<file path="config.mk">
export PLATFORM = sky130hd
export DESIGN_NAME = btn_ctrl
export DESIGN_NICKNAME = d
export VERILOG_FILES = /design/src/rtl/btn_ctrl.sv
export SDC_FILE = /design/constraint.sdc
export NUM_CORES = 1
export LEC_CHECK = 0
export BUFFER_PORTS_ARGS = -buffer_cell sky130_fd_sc_hd__buf_2
export CAP_MARGIN = 5
export CORE_UTILIZATION = 39
export CTS_CLUSTER_DIAMETER = 40
export CTS_CLUSTER_SIZE = 25
export DETAILED_ROUTE_END_ITERATION = 6
export MAX_ROUTING_LAYER = met4
export PLACE_DENSITY = 0.69
export SYNTH_ARGS = -nofsm -noshare
export SYNTH_HDL_FRONTEND = slang
export SYNTH_SLANG_ARGS = --single-unit
</file>
<file path="constraint.sdc">
create_clock -name clk -period 4.5 [get_ports clk]
set_input_delay 0.675 -clock clk [delete_from_list [all_inputs] [get_ports clk]]
set_output_delay 0.675 -clock clk [all_outputs]
set_load 0.03 [all_outputs]
</file>
<file path="src/rtl/btn_ctrl.sv">
`default_nettype none
// +----------------------------------------------------------------------------+
// | btn_ctrl : per-channel sync + debounce, press/release W1C flags, masked irq |
// | Rev 1.0                                                                    |
// +----------------------------------------------------------------------------+
module btn_ctrl #(
  parameter int BTN_NUM         = 5,
  parameter int DEBOUNCE_CYCLES = 250000,
  parameter int SYNC_STAGES     = 2
) (
  input  logic               clk,
  input  logic               rst,
  input  logic [BTN_NUM-1:0] btn,
  input  logic               enabler,
  input  logic               write_enabler,
  input  logic [31:0]        addr,
  input  logic [3:0]         select,
  input  logic [31:0]        data_input,
  output logic [31:0]        data_output,
  output logic               irq
);

  localparam int               CNT_W     = (DEBOUNCE_CYCLES > 1) ? $clog2(DEBOUNCE_CYCLES) : 1;
  localparam logic [CNT_W-1:0] CNT_MAX   = CNT_W'(DEBOUNCE_CYCLES - 1);
  localparam logic [1:0]       REG_STATE = 2'd0;
  localparam logic [1:0]       REG_PRESS = 2'd1;
  localparam logic [1:0]       REG_REL   = 2'd2;
  localparam logic [1:0]       REG_MASK  = 2'd3;

  logic [SYNC_STAGES-1:0][BTN_NUM-1:0] sync_q, sync_d;
  logic [BTN_NUM-1:0][CNT_W-1:0]       cnt_q, cnt_d;
  logic [BTN_NUM-1:0]                  deb_q, deb_d;
  logic [BTN_NUM-1:0]                  press_q, press_d;
  logic [BTN_NUM-1:0]                  rel_q, rel_d;
  logic [BTN_NUM-1:0]                  mask_q, mask_d;
  logic                                irq_q, irq_d;

  logic [BTN_NUM-1:0] sampled;
  logic [BTN_NUM-1:0] rise;
  logic [BTN_NUM-1:0] fall;
  logic [BTN_NUM-1:0] lane_en;
  logic [BTN_NUM-1:0] wr_bits;
  logic [BTN_NUM-1:0] w1c_press;
  logic [BTN_NUM-1:0] w1c_rel;
  logic [BTN_NUM-1:0] rd_bits;
  logic               wr_acc;
  logic               unused_ok;

  assign sampled   = sync_q[SYNC_STAGES-1];
  assign wr_acc    = enabler & write_enabler;
  assign wr_bits   = data_input[BTN_NUM-1:0];
  assign unused_ok = ^{addr[31:4], addr[1:0], data_input, select};

  // Synchronizer shift and per-channel debounce counter
  always_comb begin
    sync_d = {sync_q[SYNC_STAGES-2:0], btn};
    deb_d  = deb_q;
    cnt_d  = cnt_q;
    for (int i = 0; i < BTN_NUM; i++) begin
      if (sampled[i] == deb_q[i]) begin
        cnt_d[i] = '0;
      end else if (cnt_q[i] == CNT_MAX) begin
        deb_d[i] = sampled[i];
        cnt_d[i] = '0;
      end else begin
        cnt_d[i] = cnt_q[i] + CNT_W'(1);
      end
    end
    rise = deb_d & ~deb_q;
    fall = ~deb_d & deb_q;
  end

  // Bus writes: byte-lane gating, W1C flags where a new edge event wins
  always_comb begin
    lane_en = '0;
    for (int i = 0; i < BTN_NUM; i++) begin
      lane_en[i] = select[i / 8];
    end
    w1c_press = '0;
    w1c_rel   = '0;
    mask_d    = mask_q;
    if (wr_acc) begin
      case (addr[3:2])
        REG_PRESS: w1c_press = wr_bits & lane_en;
        REG_REL:   w1c_rel   = wr_bits & lane_en;
        REG_MASK:  mask_d    = (mask_q & ~lane_en) | (wr_bits & lane_en);
        default:   ;
      endcase
    end
    press_d = (press_q & ~w1c_press) | rise;
    rel_d   = (rel_q & ~w1c_rel) | fall;
    irq_d   = |(press_q & mask_q);
  end

  always_comb begin
    rd_bits = '0;
    if (enabler && !write_enabler) begin
      case (addr[3:2])
        REG_STATE: rd_bits = deb_q;
        REG_PRESS: rd_bits = press_q;
        REG_REL:   rd_bits = rel_q;
        default:   rd_bits = mask_q;
      endcase
    end
    data_output = {{(32 - BTN_NUM){1'b0}}, rd_bits};
  end

  always_ff @(posedge clk or posedge rst) begin
    if (rst) begin
      sync_q  <= '0;
      cnt_q   <= '0;
      deb_q   <= '0;
      press_q <= '0;
      rel_q   <= '0;
      mask_q  <= '0;
      irq_q   <= 1'b0;
    end else begin
      sync_q  <= sync_d;
      cnt_q   <= cnt_d;
      deb_q   <= deb_d;
      press_q <= press_d;
      rel_q   <= rel_d;
      mask_q  <= mask_d;
      irq_q   <= irq_d;
    end
  end

  assign irq = irq_q;

endmodule
`default_nettype wire

</file>
==> impl_results.md <==
- Status: finished, violations left
- Failing checks: DRC
- Post-cts resize count: 0
- Post-Place Cell Area: 6175 um^2
- Maximum VDD drop: 0.0003192 V
- Total power: 2.839 mW
- Vias in the first global route: 4,502
- Total grt overflow: 0
- Largest net degree at the start of global routing: 76
- CTS tree: built
- Worst Hold Launch: sync_d[9]$_DFF_PP0_
- Hold EP: sampled[4]$_DFF_PP0_
- CTS Sinks: 121
- Worst-path fanout max: 16
- Die Wd: 125.4 um
- Clk_skew: 0.009257 ns
- Row cnt: 44
- Hold/Removal Path Class: reg -> reg
- Max Slew Vio Count: 0
- Slowest-stage cell, CP: o21ai_1
- Layout Nets: 710
- Final wirelength: 11,450 um
- Drt via density: 5.255
- Ant diodes: 0
- Port bufs: 22
- Top_reg_cell synth: dfrtp_1
- Area grow syn2layout: 14.93%
- FF-to-FF path depth: 5
- Worst reg2reg startpoint: cnt_q[72]$_DFF_PP0_
- Hold Crit Depth: 0
- Commonest non-fill, non-tap cell in the layout: dfrtp_1
- Max H-tree Level: 4
- Die Footprint: 15,730 um^2
- Post-synth top area cell: dfrtp_1
- Area share of the largest cell type after synthesis: 0.5097
- Top delay family on crit path: compound AO/OA/AOI/OAI gates
- Worst-path clk slew: 0.05 ns
- CP Capture Type: flop
- Initial Util: 0.4042
- Fin crit period: 2.593 ns
- Clock tree root driver cell: clkbuf_16
- Gr usage total: 0.1651
- CTS Hold Bufs: 0
- Cells after synthesis: 592
- Clock Latency Late Sink: 0.41 ns
- ANT nets after route: 0
- Count of cell types in the netlist: 49
- Fin crit share: 0.5762
- EDFF count, synth: 0
- Die height: 125.4 um
- Cell area after layout: 6828 um^2
- #FFs+latches synth: 121
- Vias: 4,330
- Final hold slack: 0.3512 ns
- Startpoint types: flop
- Final Util: 0.4645
- Sequential share of the synthesized area: 0.5097
- Pre-CTS setup slack: 1.947 ns
- Initial antenna violation count: 0
- # fillers: 1,350
- LEAKAGE: 2.785 nW
- Cell Area, Synth: 5941 um^2
- Fmax achieved: 0.3856 GHz
- RSZ-0062 raised after global routing: false
- Fin cells: 824
- TritonCTS Buffers: 17
- Post-route DRC: 3
- WL per Instance: 13.89 um
- Final WS setup: 1.907 ns
- Crit path required time: 4.79 ns
- Area of the multi-input gates: 2695 um^2
- Reg2reg end: cnt_q[89]$_DFF_PP0_
- Top-Level Pins: 110
- Crit-path cells: ha_1 -> nand3_1 -> or3_1 -> o21ai_1 -> o21ba_2
- CP bufs+invs: 0
- Syn. warnings: 0
- Clk buf depth: 2
- Setup TNS: 0 ns
- WP data arrival: 2.88 ns
- Worst R2R Setup Slack: 1.91 ns
- Asr flop ratio synth: 1.000
- Fraction of layout cells with a size suffix above 1: 0.1250
- Slew @ Worst Pin: 1.111 ns
- Slowest stage delay, CP: 0.88 ns
- Post-CTS setup buffers: 0
- First-pass GRT wire length: 20,470 um
- Critical path type: reg -> reg
- DPL Wire Length: 7855 um
- Synth top area cells: dfrtp_1, xnor2_1, nor2_1
- Max Cap Viol: 0
- Endpoints failing hold: 0
- Starting DRC count in detailed routing: 244
- Worst slew margin: 0.2541
- Dpl cells: 793
- Core ar.: 14,700 um^2
- Commonest non-fill, non-tap cells in the layout: dfrtp_1, nor2_1, xnor2_1, nand3_1, o21ai_0
- Drt pass-1 iters: 7
- FF+latch area: 3028 um^2
- PD cells: 415.8 nW/um^2
- Final setup fails: 0
- Post-Syn Area per Cell: 10.03 um^2
- GPL Wtd Cong: 0.8405
- CP Launch Point: cnt_q[72]$_DFF_PP0_
[cells in the mapped netlist, types with 2 or more instances]
cell type  number
nand3_1        30
o41ai_2         2
or4b_1          2
o21ai_1         2
nand2b_1       12
xnor2_1        58
inv_1          21
dfrtp_1       121
clkbuf_1        7
nor2_1         91
nand4_1        25
xor2_1         10
o221ai_1        2
nor4_1         28
or4_1           5
nor3_1         18
nand2_1        28
nor2b_1         6
nand3b_1        5
mux4_2          5
and3_1         10
or3_1           3
o21ai_0        30
or2_2           3
mux2_2          4
or4_4           2
ha_1            5
buf_4          28
a21oi_1         9
[area by class of cell]
class / count / share of cell area
multi-input combinational: 441 / 0.3947
inverter: 21 / 0.01191
tap: 184 / 0.03372
sequential: 121 / 0.4435
timing repair buffer: 26 / 0.02052
clock inverter: 8 / 0.02419
clock buffer: 23 / 0.07147
[power by group]
group	switching, mW	internal, mW
clock network	0.456	1.04
registers	0.0347	1.14
logic	0.118	0.0563
total	0.609	2.23
[routing by layer]
layer,global-route usage,share of wire,vias to the layer above
met5,-,0,-
met4,0.06169,0.011,0
met3,0.03937,0.028,14
met2,0.2797,0.51,69
met1,0.1893,0.45,2152
li1,-,-,2095
[cell families (layout without fill, tap and decap cells)]
kind of cell / count (synthesis) / count (layout) / share of synthesized area
buf+inv: 56 / 78 / 0.05308
simple gates: 277 / 277 / 0.2403
other cells: 1 / 27 / 0.0006312
mux: 11 / 11 / 0.03075
xor+xnor: 68 / 68 / 0.1003
compound gates: 53 / 53 / 0.05476
fa+ha+maj: 5 / 5 / 0.01053
flops: 121 / 121 / 0.5097
[state kept, by name (all words and copies together) (netlist names), named ones only]
signal / flops
cnt_q: 90
deb_q: 5
press_q: 5
rel_q: 5
sampled: 5
sync_d: 5
irq: 1
[worst max path at each step]
| stage | endpoint | slack (ns) | depth (start not counted) |
|---|---|---|---|
| final | cnt_q[89]$_DFF_PP0_ | 1.91 | 5 |
| after global routing | cnt_q[89]$_DFF_PP0_ | 1.59 | 5 |
| after CTS | cnt_q[89]$_DFF_PP0_ | 1.91 | 5 |
| after detailed placement | cnt_q[89]$_DFF_PP0_ | 1.95 | 5 |
| after global placement | cnt_q[89]$_DFF_PP0_ | 1.96 | 5 |
| after floorplan | asynchronous set/reset pin | 0.61 | 1 |
(Power assumes the default switching activity.)
